[config.mk]
export PLATFORM = sky130hd
export DESIGN_NAME = uart_image_ctrl_flat
export DESIGN_NICKNAME = d
export VERILOG_FILES = /design/src/rtl/uart_image_ctrl_if.sv /design/src/rtl/uart_image_ctrl.sv /design/src/flat_wrapper.sv
export SDC_FILE = /design/constraint.sdc
export NUM_CORES = 1
export LEC_CHECK = 0
export CAP_MARGIN = 20
export CORE_MARGIN = 2
export CORE_UTILIZATION = 40
export CTS_CLUSTER_SIZE = 25
export DETAILED_ROUTE_END_ITERATION = 10
export SLEW_MARGIN = 5
export SYNTH_ARGS = -nofsm -noshare
export SYNTH_HDL_FRONTEND = slang
export SYNTH_SLANG_ARGS = --single-unit
[constraint.sdc]
create_clock -name clk -period 3.8 [get_ports clk]
set_clock_uncertainty 0.15 [all_clocks]
set_input_delay 0.76 -clock clk [delete_from_list [all_inputs] [get_ports clk]]
set_output_delay 0.76 -clock clk [all_outputs]
set_load 0.005 [all_outputs]
[src/rtl/uart_image_ctrl_if.sv]
// rtl/uart_image_ctrl_if.sv - external synchronous RAM bus between the image controller and the RAM
interface uart_image_ctrl_if #(
    parameter int ADDR_W = 18
);
    logic [ADDR_W-1:0] ram_addr;
    logic [7:0]        ram_wdata;
    logic              ram_we;
    logic [7:0]        ram_rdata;

    modport master (output ram_addr, output ram_wdata, output ram_we, input ram_rdata);
    modport slave  (input ram_addr, input ram_wdata, input ram_we, output ram_rdata);
endinterface

[src/rtl/uart_image_ctrl.sv]
// rtl/uart_image_ctrl.sv - UART image loader/dumper with RAM address mux
// Optional even-parity 8E1 framing when UART_PARITY_EN is defined (default 8N1).
module uart_image_ctrl #(
    parameter int CLKS_PER_BIT = 87,
    parameter int ADDR_W       = 18,
    parameter int IMG_BYTES    = 262144
) (
    input  logic              clk,
    input  logic              rst_n,
    input  logic              rx_serial,
    output logic              tx_serial,
    input  logic              start_load,
    input  logic              start_dump,
    input  logic [ADDR_W-1:0] dump_base,
    input  logic [ADDR_W-1:0] ext_addr,
    output logic              load_done,
    output logic              dump_done,
    output logic              busy,
    output logic              tx_active,
    output logic              frame_err,
    uart_image_ctrl_if.master ram
);
`ifdef UART_PARITY_EN
    localparam int RX_BITS = 9;
    localparam int TX_BITS = 11;
`else
    localparam int RX_BITS = 8;
    localparam int TX_BITS = 10;
`endif
    localparam int CW = $clog2(CLKS_PER_BIT);
    localparam logic [CW-1:0]     CNT_LAST  = CW'(CLKS_PER_BIT - 1);
    localparam logic [CW-1:0]     HALF_LAST = CW'(CLKS_PER_BIT / 2 - 1);
    localparam logic [3:0]        RXI_LAST  = 4'(RX_BITS - 1);
    localparam logic [3:0]        TXI_LAST  = 4'(TX_BITS - 1);
    localparam logic [ADDR_W-1:0] PTR_LAST  = ADDR_W'(IMG_BYTES - 1);

    localparam logic [1:0] S_LOAD = 2'd0, S_HOLD = 2'd1, S_DUMP = 2'd2;
    localparam logic [1:0] D_RD = 2'd0, D_WAIT = 2'd1, D_SEND = 2'd2, D_DRAIN = 2'd3;
    localparam logic [1:0] RX_IDLE = 2'd0, RX_START = 2'd1, RX_DATA = 2'd2, RX_STOP = 2'd3;

    logic [1:0]         state, sub, rx_state;
    logic [ADDR_W-1:0]  ptr, base_q;
    logic               we_q, load_done_q, dump_done_q, frame_err_q;
    logic [7:0]         wdata_q;
    logic               rx_s1, rx_s2, rx_prev, rx_valid, rx_err, byte_ok;
    logic [CW-1:0]      rx_cnt, tx_cnt;
    logic [3:0]         rx_idx, tx_idx;
    logic [RX_BITS-1:0] rx_shift;
    logic [TX_BITS-1:0] tx_shift, tx_frame;
    logic               tx_active_q, tx_start, tx_last;

`ifdef UART_PARITY_EN
    assign byte_ok  = rx_s2 && (rx_shift[8] == ^rx_shift[7:0]);
    assign tx_frame = {1'b1, ^ram.ram_rdata, ram.ram_rdata, 1'b0};
`else
    assign byte_ok  = rx_s2;
    assign tx_frame = {1'b1, ram.ram_rdata, 1'b0};
`endif

    // Receiver runs in every state; only LOAD consumes its bytes.
    always_ff @(posedge clk or negedge rst_n) begin
        if (!rst_n) begin
            rx_s1 <= 1'b1; rx_s2 <= 1'b1; rx_prev <= 1'b1;
            rx_state <= RX_IDLE; rx_cnt <= '0; rx_idx <= '0; rx_shift <= '0;
            rx_valid <= 1'b0; rx_err <= 1'b0;
        end else begin
            rx_s1    <= rx_serial;
            rx_s2    <= rx_s1;
            rx_prev  <= rx_s2;
            rx_valid <= 1'b0;
            rx_err   <= 1'b0;
            case (rx_state)
                RX_IDLE: if (rx_prev && !rx_s2) begin
                    rx_state <= RX_START;
                    rx_cnt   <= '0;
                end
                RX_START: if (rx_cnt == HALF_LAST) begin
                    rx_cnt   <= '0;
                    rx_idx   <= '0;
                    rx_state <= rx_s2 ? RX_IDLE : RX_DATA;
                end else rx_cnt <= rx_cnt + 1'b1;
                RX_DATA: if (rx_cnt == CNT_LAST) begin
                    rx_cnt   <= '0;
                    rx_shift <= {rx_s2, rx_shift[RX_BITS-1:1]};
                    if (rx_idx == RXI_LAST) rx_state <= RX_STOP;
                    else                    rx_idx   <= rx_idx + 1'b1;
                end else rx_cnt <= rx_cnt + 1'b1;
                default: if (rx_cnt == CNT_LAST) begin
                    rx_cnt   <= '0;
                    rx_state <= RX_IDLE;
                    rx_valid <= byte_ok;
                    rx_err   <= !byte_ok;
                end else rx_cnt <= rx_cnt + 1'b1;
            endcase
        end
    end

    assign tx_start  = (state == S_DUMP) && (sub == D_SEND);
    assign tx_last   = tx_active_q && (tx_cnt == CNT_LAST) && (tx_idx == TXI_LAST);
    assign tx_serial = tx_active_q ? tx_shift[0] : 1'b1;
    assign tx_active = tx_active_q;

    always_ff @(posedge clk or negedge rst_n) begin
        if (!rst_n) begin
            tx_active_q <= 1'b0; tx_shift <= '1; tx_cnt <= '0; tx_idx <= '0;
        end else if (tx_start) begin
            tx_active_q <= 1'b1;
            tx_shift    <= tx_frame;
            tx_cnt      <= '0;
            tx_idx      <= '0;
        end else if (tx_active_q) begin
            if (tx_cnt == CNT_LAST) begin
                tx_cnt   <= '0;
                tx_shift <= {1'b1, tx_shift[TX_BITS-1:1]};
                if (tx_idx == TXI_LAST) tx_active_q <= 1'b0;
                else                    tx_idx      <= tx_idx + 1'b1;
            end else tx_cnt <= tx_cnt + 1'b1;
        end
    end

    // ptr advances as the write strobe retires, so ram_addr still holds the write address during ram_we.
    always_ff @(posedge clk or negedge rst_n) begin
        if (!rst_n) begin
            state <= S_LOAD; sub <= D_RD; ptr <= '0; base_q <= '0;
            we_q <= 1'b0; wdata_q <= '0;
            load_done_q <= 1'b0; dump_done_q <= 1'b0; frame_err_q <= 1'b0;
        end else begin
            we_q <= 1'b0;
            if (rx_err) frame_err_q <= 1'b1;
            case (state)
                S_LOAD: if (we_q) begin
                    if (ptr == PTR_LAST) begin
                        ptr         <= '0;
                        load_done_q <= 1'b1;
                        state       <= S_HOLD;
                    end else ptr <= ptr + 1'b1;
                end else if (rx_valid) begin
                    we_q    <= 1'b1;
                    wdata_q <= rx_shift[7:0];
                end
                S_HOLD: if (start_load) begin
                    state       <= S_LOAD;
                    load_done_q <= 1'b0;
                    dump_done_q <= 1'b0;
                    frame_err_q <= 1'b0;
                end else if (start_dump) begin
                    state       <= S_DUMP;
                    sub         <= D_RD;
                    base_q      <= dump_base;
                    ptr         <= '0;
                    dump_done_q <= 1'b0;
                end
                default: case (sub)
                    D_RD:   sub <= D_WAIT;
                    D_WAIT: sub <= D_SEND;
                    D_SEND: sub <= D_DRAIN;
                    default: if (tx_last) begin
                        sub <= D_RD;
                        if (ptr == PTR_LAST) begin
                            ptr         <= '0;
                            dump_done_q <= 1'b1;
                            state       <= S_HOLD;
                        end else ptr <= ptr + 1'b1;
                    end
                endcase
            endcase
        end
    end

    always_comb begin
        ram.ram_addr = ptr;
        if (state == S_HOLD)      ram.ram_addr = ext_addr;
        else if (state == S_DUMP) ram.ram_addr = base_q + ptr;
    end

    assign ram.ram_we    = we_q;
    assign ram.ram_wdata = wdata_q;
    assign load_done     = load_done_q;
    assign dump_done     = dump_done_q;
    assign frame_err     = frame_err_q;
    assign busy          = ((state == S_LOAD) && (ptr != '0)) || (state == S_DUMP);
endmodule
[src/flat_wrapper.sv]
// flat-port wrapper written by rule: the top's interface ports become plain ports
module uart_image_ctrl_flat 
#(
    parameter int CLKS_PER_BIT = 87,
    parameter int ADDR_W       = 18,
    parameter int IMG_BYTES    = 262144
)
  (clk, rst_n, rx_serial, tx_serial, start_load, start_dump, dump_base, ext_addr, load_done, dump_done, busy, tx_active, frame_err, ram_ram_addr, ram_ram_wdata, ram_ram_we, ram_ram_rdata);
  uart_image_ctrl_if #(.ADDR_W(ADDR_W)) ram_i ();
  input  logic clk;
  input  logic rst_n;
  input  logic rx_serial;
  output logic tx_serial;
  input  logic start_load;
  input  logic start_dump;
  input  logic [ADDR_W-1:0] dump_base;
  input  logic [ADDR_W-1:0] ext_addr;
  output logic load_done;
  output logic dump_done;
  output logic busy;
  output logic tx_active;
  output logic frame_err;
  output wire logic [$bits(ram_i.ram_addr)-1:0] ram_ram_addr;
  output wire logic [$bits(ram_i.ram_wdata)-1:0] ram_ram_wdata;
  output wire logic [$bits(ram_i.ram_we)-1:0] ram_ram_we;
  input wire logic [$bits(ram_i.ram_rdata)-1:0] ram_ram_rdata;
  assign ram_ram_addr = ram_i.ram_addr;
  assign ram_ram_wdata = ram_i.ram_wdata;
  assign ram_ram_we = ram_i.ram_we;
  assign ram_i.ram_rdata = ram_ram_rdata;
  uart_image_ctrl #(.CLKS_PER_BIT(CLKS_PER_BIT), .ADDR_W(ADDR_W), .IMG_BYTES(IMG_BYTES)) u_core (.clk(clk), .rst_n(rst_n), .rx_serial(rx_serial), .tx_serial(tx_serial), .start_load(start_load), .start_dump(start_dump), .dump_base(dump_base), .ext_addr(ext_addr), .load_done(load_done), .dump_done(dump_done), .busy(busy), .tx_active(tx_active), .frame_err(frame_err), .ram(ram_i));
endmodule
==> results of run 1 <==
-- per-stage QoR --
stage	setup slack [ps]	power (W)	hold slack (ps)
floorplan	586	0.00306	195
global placement	43.6	0.00391	196
detailed placement	35.0	0.00396	197
CTS	-153	0.00490	207
global route	-125	0.00550	211
finish	-0.681	0.00512	207
-- cells by family after synthesis --
kind of cell,synth area share
AO/OA/AOI/OAI,0.164
buffers and inverters,0.0298
AND/OR/NAND/NOR,0.189
XOR/XNOR,0.0346
flip-flops,0.410
multiplexers,0.108
adder cells (fa/ha/maj),0.0650
-- cell type report --
type                       instances  area, um^2
clock buffer                      10         229
clock inverter                     6        50.0
fill                            1346        7180
inverter                          16        60.1
multi-input combinational        495        3680
sequential                        99        2500
tap                              188         235
timing repair buffer             119        1100
-- placed cells by master (no fill, tap or decap), types with 15 or more instances in the layout --
cell / instances
o21ai_0: 47
clkdlybuf4s50_1: 69
inv_1: 15
mux2i_1: 26
ha_1: 19
nor2_1: 54
mux2_2: 35
nand3_1: 19
nand2_1: 62
dfrtp_1: 84
buf_4: 38
a21oi_1: 33
-- layer usage --
layer	vias up	track usage	routed length, um
met4	0	0.0789	515
met3	35	0.0268	556
met2	137	0.323	7630
met1	2523	0.264	7180
met5	-	0	0
li1	2521	-	-
-- registers in the layout (all words and copies together) (netlist names), 2 cells and up --
name                  cells
u_core.base_q            18
u_core.rx_state           2
u_core.sub                2
u_core.rx_shift           8
u_core.tx_cnt             7
u_core.state              2
u_core.ram.ram_wdata      8
u_core.ptr               18
u_core.rx_cnt             7
u_core.tx_shift           9
u_core.rx_idx             4
u_core.tx_idx             4
-- power breakdown --
group	internal, W	leakage [nW]	switching [W]
clock network	0.000452	0.135	0.000416
registers	0.00134	1.26	0.000286
logic	0.00134	2.04	0.00129
total	0.00314	3.43	0.00199
-- worst register-to-register path: stages (launching register included) --
cell and delay (ps):
dfrtp_2 570, buf_4 480, and2_1 280, a41oi_4 200
or2_1 460, nor2_2 400, o21ai_0 160
-- worst paths after layout --
path / endpoint / slack (ps)
worst min-delay path: u_core.byte_ok / 210
worst min register to register: u_core.byte_ok / 210
max in group asynchronous: u_core.tx_shift[5] / 2420
worst max register to register: u_core.ptr[11] / 950
worst max-delay path: ram_ram_addr[10] / -0.7
min in group asynchronous: u_core.base_q[10] / 320
-- timing repair --
action,4_1_cts,5_1_grt
pin swaps,5,11
endpoints found under the setup margin,11,11
setup buffers,6,2
gates resized for setup,22,45
-- synth_stat cells (all sizes together) (4+ instances only) --
cell / number / area (um^2)
buf: 12 / 55.1
nor2b: 11 / 68.8
nand3: 19 / 95.1
nor3: 6 / 35.0
a21oi: 38 / 190
a31oi: 4 / 25.0
ha: 30 / 375
o21ai: 50 / 250
nand4b: 4 / 35.0
a211oi: 8 / 60.1
o21a: 8 / 60.1
and2: 5 / 31.3
nand4: 9 / 56.3
dfstp: 12 / 315
or3: 4 / 25.0
nor2: 58 / 223
dfrtp: 87 / 2180
a21o: 10 / 75.1
nand2b: 8 / 50.1
mux2i: 26 / 260
and3: 14 / 87.6
o211ai: 4 / 30.0
clkbuf: 17 / 66.3
inv: 15 / 56.3
xor2: 11 / 96.3
nor4: 8 / 62.6
o31ai: 6 / 45.0
xnor2: 13 / 114
a311oi: 4 / 41.3
nand2: 62 / 233
mux2: 35 / 394
==> summary.txt, run 1 <==
most used cell, CP = a21oi_2
Setup CP Type = reg2out
Setup crit end kind = output port
result of the run = finished with violations
register area share after synthesis = 0.410
CTS tree = yes
Leak = 3.43 nW
final cell utilization of the core = 0.522
post-route worst setup slack = -0.681 ps
crit-path cells = buf_4 -> fa_2 -> a21o_1 -> nand4_1 -> a21oi_2 -> o31a_1 -> o21a_1 -> o311a_1 -> a21oi_2 -> clkdlybuf4s15_2
RR Startpoint = u_core.state[1]
Buf+Inv Stages, Crit Path = 2
Worst R2R Path Depth = 6
DP Area = 0.00723 mm^2
Crit path arrival time = 2890 ps
clock tree root driver cell = clkbuf_16
largest net degree at the start of global routing = 57
failing checks = setup timing
Peak Freq = 263 MHz
DRC = 0
Layout Nets = 820
CTS Buffer Depth = 2
worst IR drop on VDD = 0.000358 V
worst endpoint required time = 2890 ps
Hold Path Class = reg2reg
CTS Sinks = 99
io pins = 82
Period minus WS final = 3800 ps
Final Wtd Congestion = 0.993
final hold violations = 0
Worst slew margin = 0.382
CP Max Fanout = 4
drt via density = 5.59
Synth Instances = 639
max_cap viols = 0
setup TNS = -0.681 ps
Congestion Overflow GR = 0
depth of the CTS H-tree = 3
Hold Crit Depth = 0
DRT Wirelength = 15.9 mm
Global Route Usage Sum = 0.197
Post-Syn Nets = 719
share of cells above drive strength 1 = 0.199
Synth Flop Type = dfrtp_1
Startpoint Class = register
drt pass-1 iters = 4
RSZ-0062 raised after global routing = true
# rows = 45
Yosys cell types = 65
FF+latch count, synth = 99
Slew @ Worst Pin = 921 ps
Final Max Tran Viols = 0
crit path max-delay cell type = dfrtp_2
# placed instances = 908
post-DR wirelength/cell = 17.0 um
vias in the first global route = 5122
total CTS buffers = 9
stages on the worst setup path = 10
min-delay src = u_core.rx_s1
Die ar. = 0.0162 mm^2
Setup violations, final = 1
initial core utilization = 0.404
core area = 0.0150 mm^2
YS warnings = 0
Reg clk slew, reported paths = 70 ps
pwr dens = 653 mW/mm^2
synthesized area = 0.00608 mm^2
Hold-fix buffers, CTS = 0
diode count = 0
Largest stage delay, worst path = 450 ps
die height = 127 um
antenna violations before repair = 0
Detail Route Antenna Nets = 0
PortBufs = 81
Detailed Route Iter0 Violations = 259
Tcrit/Tclk final = 1.00
Post-synth ARST share = 1.00
finished layout cell area = 0.00785 mm^2
first-pass GRT wire length = 25.5 mm
crit path from = u_core.ptr[1]
CP top delay family = compound AO/OA/AOI/OAI gates
DPL Wire Length = 11.4 mm
non-filler cells, final = 933
number of synthesized flops with an enable pin = 0
Synth Area per Inst = 9.51 um^2
later-pin clock latency in the skew report = 350 ps
Area Growth Syn to Fin = 29.1%
via count = 5216
Die W = 127 um
No activity file was read; power rests on OpenSTA's default activity.
==> run 2, diff against run 1 <==
TNS_END_PERCENT = 100   (was unset)
==> results of run 2 <==
Final layout, timing and power as in run 1 (identical DEF).
==> run 3, diff against run 2 <==
PLACE_DENSITY = 0.6   (was unset)
==> results of run 3 <==
Final layout, timing and power as in run 1 (identical DEF).
